`src/rtl/uart_rx_fifo.sv`:
```
// Receive buffer between the uart holding register and CPU MMIO.
// Ingest FSM acknowledges each byte into a first-word-fall-through FIFO.
module uart_rx_fifo #(
  parameter int unsigned DEPTH_LOG2 = 4
) (
  input  logic                  clki,
  input  logic                  rst_in,
  input  logic [7:0]            rx_data,
  input  logic                  rx_new,
  output logic                  uart_ack,
  input  logic                  pop,
  output logic [7:0]            dout,
  output logic                  empty,
  output logic                  full,
  output logic [DEPTH_LOG2:0]   count,
  output logic                  ovf,
  input  logic                  clr_ovf
);

  localparam int unsigned DEPTH = 1 << DEPTH_LOG2;
  localparam logic [DEPTH_LOG2:0] FULL_CNT = DEPTH[DEPTH_LOG2:0];

  typedef enum logic [1:0] {
    IDLE     = 2'd0,
    ACK      = 2'd1,
    WAIT_CLR = 2'd2
  } state_e;

  state_e                state_q, state_d;
  logic [DEPTH_LOG2-1:0] wr_ptr_q, wr_ptr_d;
  logic [DEPTH_LOG2-1:0] rd_ptr_q, rd_ptr_d;
  logic [DEPTH_LOG2:0]   count_q, count_d;
  logic                  ovf_q, ovf_d;
  logic [7:0]            mem_q [DEPTH];

  logic capture;
  logic pop_ok;
  logic push_ok;
  logic drop;

  assign capture = (state_q == IDLE) && rx_new;
  assign pop_ok  = pop && (count_q != '0);
  // A full FIFO still accepts when the head leaves on the same edge.
  assign push_ok = capture && ((count_q != FULL_CNT) || pop_ok);
  assign drop    = capture && !push_ok;

  always_ff @(posedge clki or negedge rst_in) begin
    if (!rst_in) begin
      state_q <= IDLE;
    end else begin
      state_q <= state_d;
    end
  end

  always_comb begin
    state_d = state_q;
    unique case (state_q)
      IDLE:     if (rx_new) state_d = ACK;
      ACK:      state_d = WAIT_CLR;
      WAIT_CLR: if (!rx_new) state_d = IDLE;
      default:  state_d = IDLE;
    endcase
  end

  always_comb begin
    uart_ack = (state_q == ACK);
  end

  always_comb begin
    wr_ptr_d = wr_ptr_q;
    rd_ptr_d = rd_ptr_q;
    count_d  = count_q;
    if (push_ok) wr_ptr_d = wr_ptr_q + 1'b1;
    if (pop_ok)  rd_ptr_d = rd_ptr_q + 1'b1;
    if (push_ok && !pop_ok) begin
      count_d = count_q + 1'b1;
    end else if (pop_ok && !push_ok) begin
      count_d = count_q - 1'b1;
    end
  end

  always_comb begin
    ovf_d = ovf_q;
    if (drop) begin
      ovf_d = 1'b1;
    end else if (clr_ovf) begin
      ovf_d = 1'b0;
    end
  end

  always_ff @(posedge clki or negedge rst_in) begin
    if (!rst_in) begin
      wr_ptr_q <= '0;
      rd_ptr_q <= '0;
      count_q  <= '0;
      ovf_q    <= 1'b0;
    end else begin
      wr_ptr_q <= wr_ptr_d;
      rd_ptr_q <= rd_ptr_d;
      count_q  <= count_d;
      ovf_q    <= ovf_d;
    end
  end

  always_ff @(posedge clki) begin
    if (push_ok) mem_q[wr_ptr_q] <= rx_data;
  end

  assign empty = (count_q == '0);
  assign full  = (count_q == FULL_CNT);
  assign count = count_q;
  assign ovf   = ovf_q;
  assign dout  = empty ? 8'h00 : mem_q[rd_ptr_q];

endmodule

```
`config.mk`:
```
export PLATFORM = sky130hd
export DESIGN_NAME = uart_rx_fifo
export DESIGN_NICKNAME = d
export VERILOG_FILES = /design/src/rtl/uart_rx_fifo.sv
export SDC_FILE = /design/constraint.sdc
export NUM_CORES = 1
export LEC_CHECK = 0
export ABC_AREA = 1
export CAP_MARGIN = 15
export CORE_MARGIN = 3
export CORE_UTILIZATION = 60
export DETAILED_ROUTE_END_ITERATION = 10
export PLACE_DENSITY = 0.87
export REMOVE_ABC_BUFFERS = 1
export SLEW_MARGIN = 30
export SYNTH_ARGS = -nofsm -noshare
export SYNTH_HDL_FRONTEND = slang
export SYNTH_SLANG_ARGS = --single-unit
```
`constraint.sdc`:
```
create_clock -name clki -period 5.6 [get_ports clki]
set_input_delay 1.12 -clock clki [delete_from_list [all_inputs] [get_ports clki]]
set_output_delay 1.12 -clock clki [all_outputs]
set_load 0.02 [all_outputs]
```
Word-level counts from Yosys, hierarchy flattened
Memories as Yosys holds them, arrays and structs flattened.
Index checks and enable logic that the tools add are counted.
- register bits after elaboration: 16
- word-level logic and storage cells: 41
- bits in writable memories: 128
- memories kept: 1
- input bits: 13
- eq/ne operators: 6
- reduce and logical (&&, ||, !) cells: 15
- muxes and demuxes: 10
- $add $sub $neg: 4
- memories (name ; depth ; bits a word ; rd ports ; clocked after memory_dff ; write ports ; RTL line ; source):
    mem_q ; 16 ; 8 ; 1 ; 0 ; 1 ; 34 ; logic [7:0] mem_q [DEPTH];
- operators by type and width (cell ; count):
    5-bit 2-to-1 mux ; 2
    4-bit by 1-bit adder with 4-bit output (second input constant) ; 2
    8-bit 2-to-1 mux ; 1
    1-bit logical AND ; 6
    2-bit case mux with 3 select lines ; 1
    5-bit by 1-bit adder with 5-bit output (second input constant) ; 1
    5-bit equality test (second input constant) ; 1
    5-bit logical NOT ; 1
    5-bit inequality test (second input constant) ; 1
    5-bit nonzero test ; 1
    5-bit by 1-bit subtractor with 5-bit output (second input constant) ; 1
    1-bit 2-to-1 mux ; 4
    2-bit 2-to-1 mux ; 2
    2-bit inequality test (second input constant) ; 2
    2-bit nonzero test ; 2
    2-bit by 1-bit equality test with 1-bit output (second input constant) ; 1
    2-bit equality test (second input constant) ; 1
    1-bit logical NOT ; 2
    2-bit logical NOT ; 1
    2-bit AND reduction ; 1
    1-bit logical OR ; 1

Logic depth before layout (Yosys ltp)
Gate-level depths: netlist (run 1).
- word-level depth: 8
- gate-level depth with buffers: 14
- depth with buffers taken out: 14

Worst setup path after synthesis (run 1)
Ideal clock, no wire load.
- path type: input to register
- start point: input rx_new
- end point: register count_q[4] (netlist: count[4])
- library setup time: 0.066 ns
- data arrival time: 2.683 ns
- stages: 13
- path slack: 2.851 ns
- path through: nand2_1 > nor2_1 > o21ai_2 > inv_2 > ha_1 > inv_1 > fa_1 > nand2_1 > nand2_1 > a21oi_1 > xor2_1 > nand2_1 > nand2_1
- longest elaborated chain between the ends: 5
- elaborated cells on any way between the ends: 7
- those cells by class: mux: 1; reduce/logical: 6
- RTL lines (item ; RTL line ; source):
    from (decl) ; 9 ; input logic rx_new,
    1-bit logical AND * ; 41 ; assign capture = (state_q == IDLE) && rx_new;
    1-bit logical AND * ; 44 ; assign push_ok = capture && ((count_q != FULL_CNT) || pop_ok);
    net push_ok ; 38 ; logic push_ok;
    1-bit logical NOT ; 77 ; end else if (pop_ok && !push_ok) begin
    1-bit logical AND ; 77 ;
    2-bit nonzero test (no line) ; n/a ;
    to (signal assigned) ; 100 ; count_q <= count_d;
    to (decl) ; 32 ; logic [DEPTH_LOG2:0] count_q, count_d;
Mark *: on every way through the listed nets, which the timed path passes. The rest lies on a longest branch.
A chain may end at the register's enable or synchronous reset.

Worst setup path after layout (run 1)
- start point: register rd_ptr_q[1]
- end point: output dout[7]
- longest elaborated chain between the ends: 2
- RTL lines (item ; RTL line ; source):
    from (decl) ; 31 ; logic [DEPTH_LOG2-1:0] rd_ptr_q, rd_ptr_d;
    from (signal assigned) ; 99 ; rd_ptr_q <= rd_ptr_d;
    memory 16 x 8 bit ; n/a ;
    8-bit 2-to-1 mux ; 113 ; assign dout = empty ? 8'h00 : mem_q[rd_ptr_q];
    to (decl) ; 12 ; output logic [7:0] dout,
Every way passes these cells.

==> metrics.cfg, run 1 <==
[outcome]
status=finished, final reports clean

[critical_path]
critPathBufInv=2
start_kind=register
crit_required_ns=4.48
top_delay_family_on_crit_path=buffers and inverters
cp_arrival_ns=3.12
critPathCaptureType=output port
critPathMaxFanout=33
critPathKind=reg2out
critPathSlowestCell=sky130_fd_sc_hd__dfrtp_1
critPathMaxStageDelay_ns=0.74
regToRegSetupSlack_ns=2.92
cp_cell_sequence=inv_2 > nand3_1 > nand3_1 > nand2_1 > nand2_1 > a21oi_1 > clkdlybuf4s50_1

[yosys]
ys.warnings.count=0
post-synth-top-area-fraction=0.628
postSynthCellCount=540
synth.top_cells.by_area=sky130_fd_sc_hd__edfxtp_1 63%, sky130_fd_sc_hd__nand2_1 12%, sky130_fd_sc_hd__nand3_1 8.7%
synth_top_area_cell=sky130_fd_sc_hd__edfxtp_1
synth.avg_cell_area_um2=11.3
synth_simple_gate_area_frac=0.220
synthDistinctLibCells=22
synth_xor_xnor_area_share=0.0129
yosys_register_bits=144
synth-compound-area-share=0.0137
combinational_family_with_the_most_area_after_synthesis=simple AND/OR/NAND/NOR gates
yosys-mux-area-fraction=0
seq_area_frac_synth=0.694
fraction_of_the_mapped_netlist_area_in_adder_cells=0.0217
syn_area_um2=6120

[placement]
place_worst_setup_slack_ns=2.02
port_buffers=29
placedCellCount=680
gp_congestion=0.834
place.detailed.hpwl_mm=8.19

[clocking]
clk_pin_slew_ns=0.07
post_cts_resized=0
clk-insertion-delay-late_ns=0.52
cts_tree=done
cts_max_level=4
numClockSinks=144
cts_hold_buf=0
cts-buffers-inserted=17
longest_clk_path_bufs=2
cts_post_setup_buffers_inserted=0
cts.root.buffer_cell=sky130_fd_sc_hd__clkbuf_8

[grt]
number_of_antenna_violations_at_the_first_check_in_global_routing=0
first_global_vias=4167
grt.total_usage=0.259
grt_max_degree=67
grt_first_pass_wirelength_mm=22.1
gr-total-overflow=0

[timing]
slew_headroom=0.377
setup_tns_ns=0
worst_clock_skew_ns=0.00899
min_period_over_period=0.757
setup_repair_after_global_routing_missed_its_margin=no
clock.fmax_mhz=236
max_slew.worst_pin.slew_ns=0.931
timing_hold_violations_final=0
fin_crit_period_ns=4.24
fin_ws_ns=1.36
number_of_endpoints_failing_setup_at_the_final_stage=0
slew_viol_final=0

[final_layout]
instances_no_fill=712
area_used_by_multi_input_combinational_logic_um2=1640
layout_common_cells=190 x sky130_fd_sc_hd__nand2_1, 128 x sky130_fd_sc_hd__edfxtp_1, 106 x sky130_fd_sc_hd__nand3_1
flow.area_growth_from_synthesis_pct=14.4
nFillCells=607
finalNetCount=589
ff_latch_area_um2=4250
final_common_cell=sky130_fd_sc_hd__nand2_1
drive_gt1_frac=0.0725
antenna-diode-count=0

[power]
pwr_dens_nw_per_um2=557
ir_drop_uv=392
leakage_power_figure_uw=0.00264

[die]
boundaryPins=30
core_area_um2=9860
starting_utilization_of_the_core_area=0.620
dieWidth_um=107
row_count=36
die_y_um=107
die_area_um2=11400

[routing]
detail_route.drc_violations=0
vias_per_cell=5.90
initial_drt_pass_iterations=6
drt_iter0_drc=480
detailroute.via_count=4201
routed_wl_mm=13.8
ant_nets=0
route.detailed.wl_per_inst_um=19.4

[worst_hold_path]
worst_hold_path_type=reg2reg

[job]
max-cap-violations=0

## layout make-up
| type | count | area share |
|---|---|---|
| Clock buffer | 18 | 0.0597 |
| Clock inverter | 14 | 0.0216 |
| Inverter | 16 | 0.00894 |
| Multi-Input combinational cell | 355 | 0.235 |
| Sequential cell | 144 | 0.606 |
| Tap cell | 133 | 0.0238 |
| Timing Repair Buffer | 32 | 0.0447 |
## metrics by stage
step / total power, µW / area, µm² / hold slack, ns / utilization
2_1_floorplan: 2280 / 5950 / 0.476 / -
3_3_place_gp: 2740 / 6430 / 0.503 / 0.652
3_5_place_dp: 2810 / 6430 / 0.518 / 0.652
4_1_cts: 3890 / 7000 / 0.528 / 0.710
5_1_grt: 4110 / 7000 / 0.551 / 0.710
6_report: 3900 / 7000 / 0.537 / 0.710
## worst reg2reg max path, cell delays in order, from the launching register on
cell and delay [ns]:
sky130_fd_sc_hd__dfrtp_1 0.45, sky130_fd_sc_hd__nor2_1 0.16, sky130_fd_sc_hd__nand2_1 0.11, sky130_fd_sc_hd__nor2_4 0.31, sky130_fd_sc_hd__inv_2 0.11, sky130_fd_sc_hd__nand2_4 0.12
sky130_fd_sc_hd__ha_1 0.20, sky130_fd_sc_hd__inv_1 0.10, sky130_fd_sc_hd__fa_1 0.40, sky130_fd_sc_hd__nand2_1 0.11, sky130_fd_sc_hd__nand2_1 0.06, sky130_fd_sc_hd__a21oi_1 0.16
sky130_fd_sc_hd__xor2_1 0.18, sky130_fd_sc_hd__nand2_1 0.07, sky130_fd_sc_hd__nand2_1 0.07
## cell usage after synthesis, drive strengths merged
master / n
nand2: 191
o21ai: 6
xor2: 8
edfxtp: 128
clkinv: 2
fa: 1
a21oi: 10
clkbuf: 1
ha: 9
buf: 24
dfrtp: 16
inv: 14
nand3: 106
xnor2: 1
nor2: 23
## worst paths after layout
path	end	cells after the start	startpoint
worst min register to register	state_q[1]	1	state_q[1]
worst max register to register	count[4]	14	count[0]
max in group asynchronous	rd_ptr_q[0]	1	rst_in
worst max-delay path	dout[7]	7	rd_ptr_q[1]
min in group asynchronous	count[4]	1	rst_in
worst min-delay path	state_q[1]	1	state_q[1]
## sequential cells by signal (all words and copies together), names as in the netlist
name	cells
ovf	1
state_q	2
rd_ptr_q	4
mem_q	128
count	5
wr_ptr_q	4
## report_power, final
group | leakage, µW | internal [µW] | switching, µW
clock | 0.000274 | 607 | 457
combinational | 0.00102 | 487 | 969
sequential | 0.00135 | 1280 | 96.8
## logic make-up after synthesis
kind of cell             Yosys count
AO/OA/AOI/OAI                     16
XOR/XNOR                           9
adder cells (fa/ha/maj)           10
buffers and inverters             41
flip-flops                       144
AND/OR/NAND/NOR                  320
## layer usage
layer	wire (µm)	track usage
met1	5120	0.335
met2	6950	0.426
met3	1280	0.0476
met4	480	0.128
met5	0	0
No activity file was read; power rests on OpenSTA's default activity.
==> run 2, diff against run 1 <==
--- a/config.mk
+++ b/config.mk
@@ -8,9 +8,9 @@
 export ABC_AREA = 1
 export CAP_MARGIN = 15
 export CORE_MARGIN = 3
-export CORE_UTILIZATION = 60
+export CORE_UTILIZATION = 54
 export DETAILED_ROUTE_END_ITERATION = 10
-export PLACE_DENSITY = 0.87
+export PLACE_DENSITY = 0.84
 export REMOVE_ABC_BUFFERS = 1
 export SLEW_MARGIN = 30
 export SYNTH_ARGS = -nofsm -noshare
==> constraint.sdc (replaced) <==
create_clock -name clki -period 3.6 [get_ports clki]
set_input_delay 0.72 -clock clki [delete_from_list [all_inputs] [get_ports clki]]
set_output_delay 0.72 -clock clki [all_outputs]
set_load 0.02 [all_outputs]
==> metrics.cfg, run 2 (synthesis gave the netlist of run 1 again) <==
[critical_path]
start_kind=register
worst-r2r-cell-count=14  ; unchanged
regToRegSetupSlack_ns=0.90  ; -2.02 ns
critPathMaxFanout=33  ; unchanged
critPathCaptureType=output port
critPathKind=reg2out
crit_required_ns=2.88  ; -1.60 ns
worst_r2r_start=count[0]
timing.rr.end=count[4]
cp_arrival_ns=2.73  ; -0.39 ns

[routing]
initial_drt_pass_iterations=5  ; -1
detail_route.drc_violations=0  ; unchanged
ant_nets=0  ; unchanged
route.detailed.wl_per_inst_um=18.6  ; -4.4%
drt_iter0_drc=561  ; +17%
vias_per_cell=5.75  ; -2.5%
detailroute.via_count=4227  ; +0.62%
routed_wl_mm=13.7  ; -1.3%

[timing]
slew_headroom=0.452  ; +0.0748
clock.fmax_mhz=290
holdWs_ns=0.519  ; -0.0179 ns
min_period_over_period=0.957
fin_crit_period_ns=3.45
setup_repair_after_global_routing_missed_its_margin=no
max_slew.worst_pin.slew_ns=0.820  ; -0.112 ns
worst_clock_skew_ns=0.00876  ; -0.000235 ns
number_of_endpoints_failing_setup_at_the_final_stage=0  ; unchanged
slew_viol_final=0  ; unchanged
setup_tns_ns=0  ; unchanged
timing_hold_violations_final=0  ; unchanged

[die]
boundaryPins=30  ; unchanged
dieWidth_um=112  ; +5.1%
starting_utilization_of_the_core_area=0.560  ; -0.0608
core_area_um2=10900  ; +11%
row_count=38  ; +5.6%
die_y_um=112  ; +5.1%
die_area_um2=12600  ; +10%

[clocking]
cts-buffers-inserted=17  ; unchanged
cts_max_level=4  ; unchanged
cts.root.buffer_cell=sky130_fd_sc_hd__clkbuf_16
clk_pin_slew_ns=0.06  ; about the same
cts_tree=done
longest_clk_path_bufs=2  ; unchanged
cts_hold_buf=0  ; unchanged
cts_post_setup_buffers_inserted=0  ; unchanged
clk-insertion-delay-late_ns=0.41  ; -0.11 ns
numClockSinks=144  ; unchanged
post_cts_resized=0  ; unchanged

[placement]
placedCellCount=703  ; +3.4%
port_buffers=29  ; unchanged
dpl-instance-area_um2=6560  ; +2.0%
gp_congestion=0.857  ; +2.8%
place.detailed.hpwl_mm=8.28  ; +1.2%

[final_layout]
flow.area_growth_from_synthesis_pct=17.6
register_name_with_the_most_flops=mem_q
final_common_cell=sky130_fd_sc_hd__nand2_1
instances_no_fill=735  ; +3.2%
finalNetCount=605  ; +2.7%
nFillCells=766  ; +26%
drive_gt1_frac=0.0975  ; +0.0249
area_used_by_multi_input_combinational_logic_um2=1640  ; unchanged
largest_register_ffs=128  ; unchanged
layout_common_cells=190 x sky130_fd_sc_hd__nand2_1, 128 x sky130_fd_sc_hd__edfxtp_1, 106 x sky130_fd_sc_hd__nand3_1
antenna-diode-count=0  ; unchanged
ff_latch_area_um2=4250  ; unchanged
fin_area_um2=7200  ; +2.8%

[worst_hold_path]
timing.hold.worst_path_depth=1  ; unchanged
timing.hold.worst_endpoint=state_q[0]
worst_hold_path_type=reg2reg
timing.hold.worst.start=state_q[1]

[outcome]
status=finished, final reports clean

[power]
fin_total_pwr_uw=6280  ; +61%
leakage_power_figure_uw=0.00276  ; +4.6%
ir_drop_uv=680  ; +74%
pwr_dens_nw_per_um2=872  ; +57%

[grt]
grt_first_pass_wirelength_mm=22.1  ; +0.12%
first_global_vias=4301  ; +3.2%
grt_max_degree=53  ; -21%
gr-total-overflow=0  ; unchanged
number_of_antenna_violations_at_the_first_check_in_global_routing=0  ; unchanged
grt.total_usage=0.228  ; -0.0311

[job]
max-cap-violations=0  ; unchanged

run 2: cell types whose count changed in the layout (fill, tap and decap cells not counted), moves of 2 or more:
cell / before / now
sky130_fd_sc_hd__inv_8: 4 / 0
sky130_fd_sc_hd__clkinv_4: 4 / 2
sky130_fd_sc_hd__bufinv_16: 1 / 5
sky130_fd_sc_hd__clkinv_2: 0 / 4
sky130_fd_sc_hd__inv_6: 3 / 1
sky130_fd_sc_hd__buf_4: 3 / 19
run 2: layout make-up:
type / instances / area share
clock inverter: 15 / 0.0299
inverter: 16 / 0.00834
clock buffer: 17 / 0.0591
timing repair buffer: 48 / 0.0601
tap: 140 / 0.0243
multi-input combinational: 355 / 0.228
sequential: 144 / 0.590
run 2: stage by stage:
step	setup slack [ns]	utilization
after global routing	0.0331	0.658
after floorplan	0.359	-
after CTS	0.171	0.658
after global placement	0.641	0.600
final	0.154	0.658
after detailed placement	0.470	0.600
run 2: per-layer routing:
layer  vias up  routed length [µm]  track usage
li1       1941                   -            -
met1      2027                5250        0.285
met2       228                7010        0.393
met3        31                1070       0.0480
met4         0                 325       0.0873
met5         -                   0            0
run 2: critical path: stages, from the launching register on:
cell	delay, ns
sky130_fd_sc_hd__dfrtp_1	0.38
sky130_fd_sc_hd__buf_4	0.21
sky130_fd_sc_hd__inv_2	0.53
sky130_fd_sc_hd__nand3_1	0.19
sky130_fd_sc_hd__nand3_1	0.14
sky130_fd_sc_hd__nand2_1	0.09
sky130_fd_sc_hd__nand2_1	0.08
sky130_fd_sc_hd__a21oi_1	0.10
sky130_fd_sc_hd__clkdlybuf4s50_1	0.57
run 2: where the power goes:
group,switching (µW),total (µW),internal (µW)
Clock,654,1880,1220
Sequential,124,2120,2000
Combinational,1480,2280,797
run 2: how the worst max path moves through the flow:
stage          cells past startpoint  endpoint  slack (ns)        start
6_report                           8   dout[7]        0.15  rd_ptr_q[1]
2_1_floorplan                      7   dout[0]        0.36  rd_ptr_q[0]
5_1_grt                            8   dout[6]        0.03  rd_ptr_q[1]
3_3_place_gp                      14  count[4]        0.64       rx_new
4_1_cts                            8   dout[7]        0.17  rd_ptr_q[1]
3_5_place_dp                      14  count[4]        0.47       rx_new
==> run 3, diff against run 2 <==
--- a/config.mk
+++ b/config.mk
@@ -5,7 +5,6 @@
 export SDC_FILE = /design/constraint.sdc
 export NUM_CORES = 1
 export LEC_CHECK = 0
-export ABC_AREA = 1
 export CAP_MARGIN = 15
 export CORE_MARGIN = 3
 export CORE_UTILIZATION = 54
==> metrics.cfg, run 3 <==
[final_layout]
final_common_cell=sky130_fd_sc_hd__edfxtp_1
flow.area_growth_from_synthesis_pct=19.8
largest_register_ffs=128  ; unchanged
finalNetCount=388  ; -36%
register_name_with_the_most_flops=mem_q
drive_gt1_frac=0.241  ; +0.143
antenna-diode-count=0  ; unchanged
finalCoreUtilization=0.677  ; +0.0185
layout_common_cells=128 x sky130_fd_sc_hd__edfxtp_1, 32 x sky130_fd_sc_hd__mux4_2, 25 x sky130_fd_sc_hd__clkdlybuf4s50_1

[routing]
vias_per_cell=5.82  ; +1.3%
drt_iter0_drc=334  ; -40%
route.detailed.wl_per_inst_um=22.3  ; +20%
routed_wl_mm=11.4  ; -16%
detailroute.via_count=2993  ; -29%
detail_route.drc_violations=0  ; unchanged
initial_drt_pass_iterations=4  ; -1
ant_nets=0  ; unchanged

[worst_hold_path]
timing.hold.worst.start=state_q[0]
worst_hold_path_type=reg2reg

[grt]
number_of_antenna_violations_at_the_first_check_in_global_routing=0  ; unchanged
grt_first_pass_wirelength_mm=18.2  ; -18%
first_global_vias=3272  ; -24%
grt.total_usage=0.200  ; -0.0278
gr-total-overflow=0  ; unchanged
grt_max_degree=36  ; -32%

[critical_path]
cp_cell_sequence=buf_4 > mux4_2 > nor2b_1 > a211oi_1 > a211oi_1 > clkdlybuf4s50_1
critPathCaptureType=output port
critPathSlowestCell=sky130_fd_sc_hd__clkdlybuf4s50_1
crit_required_ns=2.88  ; about the same
critPathMaxFanout=15  ; -55%
start_kind=register
critPathMaxStageDelay_ns=0.57  ; about the same
worst_r2r_start=count[0]
cp_arrival_ns=2.77  ; +0.04 ns
critPathKind=reg2out
worst_setup_path_startpoint=rd_ptr_q[1]
crit_path_frequent_cell=sky130_fd_sc_hd__a211oi_1

[yosys]
yosys.cell_count.top_type=sky130_fd_sc_hd__edfxtp_1
synth.avg_cell_area_um2=19.0  ; +68%
synth.top_cells.by_area=sky130_fd_sc_hd__edfxtp_1 65%, sky130_fd_sc_hd__mux4_2 12%, sky130_fd_sc_hd__dfrtp_1 6.8%
seq_area_frac_synth=0.718  ; +0.0245
postSynthCellCount=311  ; -42%
synth_commonest_cells=128 x sky130_fd_sc_hd__edfxtp_1, 32 x sky130_fd_sc_hd__mux4_2, 16 x sky130_fd_sc_hd__a211oi_1, 16 x sky130_fd_sc_hd__dfrtp_1, 12 x sky130_fd_sc_hd__and2_1
synthArstFlopShare=0.111  ; unchanged
syn_area_um2=5910  ; -3.4%
ys.warnings.count=0  ; unchanged
synthDistinctLibCells=37  ; +68%
yosys_register_bits=144  ; unchanged
synth_top_flop_cell=sky130_fd_sc_hd__edfxtp_1
post-synth-top-area-fraction=0.650  ; +0.0222
synth_top_area_cell=sky130_fd_sc_hd__edfxtp_1
synth_edf_count=128  ; unchanged

[timing]
timing_hold_violations_final=0  ; unchanged
fin_ws_ns=0.112  ; -0.0417 ns
slew_viol_final=0  ; unchanged
max_slew.worst_pin.slew_ns=0.740  ; -0.0793 ns
worst_clock_skew_ns=0.00716  ; -0.00159 ns
number_of_endpoints_failing_setup_at_the_final_stage=0  ; unchanged
slew_headroom=0.506  ; +0.0549
min_period_over_period=0.969  ; +0.0116
clock.fmax_mhz=287  ; -1.2%
fin_crit_period_ns=3.49  ; +0.0417 ns

[die]
boundaryPins=30  ; unchanged
row_count=37  ; -2.6%
starting_utilization_of_the_core_area=0.565  ; +0.00533
die_area_um2=12200  ; -3.2%
core_area_um2=10500  ; -4.3%
dieWidth_um=111  ; -1.6%
die_y_um=111  ; -1.6%

[placement]
gp_congestion=0.789  ; -7.9%
port_buffers=29  ; unchanged
place.detailed.hpwl_mm=6.94  ; -16%
place_worst_setup_slack_ns=0.195  ; -0.275 ns

[job]
max-cap-violations=0  ; unchanged

[power]
ir_drop_uv=511  ; -25%
leakage_power_figure_uw=0.00244  ; -12%
pwr_dens_nw_per_um2=840  ; -3.6%

[clocking]
cts.root.buffer_cell=sky130_fd_sc_hd__clkbuf_8
clk_pin_slew_ns=0.06  ; about the same
cts_max_level=4  ; unchanged
clk-insertion-delay-late_ns=0.52  ; +0.11 ns
cts_tree=done
longest_clk_path_bufs=2  ; unchanged
cts-buffers-inserted=17  ; unchanged
numClockSinks=144  ; unchanged

[outcome]
status=finished, final reports clean

==> run 3: cell count changes after synthesis, moves of 6 or more <==
cell / delta
sky130_fd_sc_hd__xor2_1: -6
sky130_fd_sc_hd__nor2_1: -15
sky130_fd_sc_hd__a211oi_1: +16
sky130_fd_sc_hd__nand2_1: -183
sky130_fd_sc_hd__nand3_1: -104
sky130_fd_sc_hd__nor2b_1: +9
sky130_fd_sc_hd__xnor2_1: +6
sky130_fd_sc_hd__mux2i_1: +9
sky130_fd_sc_hd__mux4_2: +32
sky130_fd_sc_hd__a21oi_1: -8
sky130_fd_sc_hd__and2_1: +12
==> run 3: power by group <==
| group | switching (µW) | internal [µW] | total [µW] |
|---|---|---|---|
| Combinational | 945 | 1020 | 1960 |
| Sequential | 206 | 2010 | 2220 |
| Clock | 649 | 1120 | 1770 |
| Total | 1800 | 4150 | 5950 |
==> run 3: stage by stage <==
stage / instances / power [µW] / cell area, µm² / TNS (ns) / hold WS, ns
floorplan: 295 / 3420 / 5820 / 0 / 0.424
global placement: 472 / 4060 / 6380 / 0 / 0.462
detailed placement: 472 / 4120 / 6380 / 0 / 0.467
CTS: 508 / 5950 / 7020 / 0 / 0.481
global route: 514 / 6240 / 7080 / -0.0286 / 0.516
finish: 514 / 5950 / 7080 / 0 / 0.481
==> run 3: timing repair <==
action	4_1_cts	5_1_grt
setup buffers	4	6
hold buffers	0	0
resized for setup	2	5
endpoints found under the setup margin	8	5
==> run 3: per-layer routing <==
metal | global-route usage | share of wire | wire [µm]
met5 | 0 | 0 | 0
met4 | 0.0690 | 0.017 | 191
met3 | 0.0608 | 0.060 | 689
met2 | 0.335 | 0.53 | 6050
met1 | 0.251 | 0.39 | 4520
==> run 3: worst paths after layout <==
check | end | slack [ns] | cells past startpoint
worst min register to register | state_q[0] | 0.48 | 1
worst max register to register | count[4] | 0.55 | 8
worst max-delay path | dout[7] | 0.11 | 6
max in group asynchronous | rd_ptr_q[1] | 2.44 | 1
min in group asynchronous | ovf | 0.63 | 1
worst min-delay path | state_q[0] | 0.48 | 1
==> run 3: cell families (layout without fill, tap and decap cells) <==
family,count (synthesis),in the layout,share of synthesized area
AND/OR/NAND/NOR,51,51,0.0489
AO/OA/AOI/OAI,30,30,0.0351
flip-flops,144,144,0.718
multiplexers,43,43,0.141
buffers and inverters,24,91,0.0212
adder cells (fa/ha/maj),10,10,0.0224
XOR/XNOR,9,9,0.0133
==> run 3: worst max-delay path: cells and delay by family (launching register included) <==
| family | cells | cell delay [ns] |
|---|---|---|
| compound gates | 2 | 0.34 |
| flops | 1 | 0.55 |
| mux | 1 | 0.48 |
| simple gates | 1 | 0.14 |
| buf+inv | 2 | 0.73 |
==> run 3: final cells by class <==
| cell class | instances | area [µm²] |
|---|---|---|
| Clock buffer | 17 | 414 |
| Clock inverter | 15 | 193 |
| Fill cell | 689 | 3380 |
| Inverter | 8 | 30.0 |
| Multi-Input combinational cell | 143 | 1550 |
| Sequential cell | 144 | 4250 |
| Tap cell | 136 | 170 |
| Timing Repair Buffer | 51 | 478 |
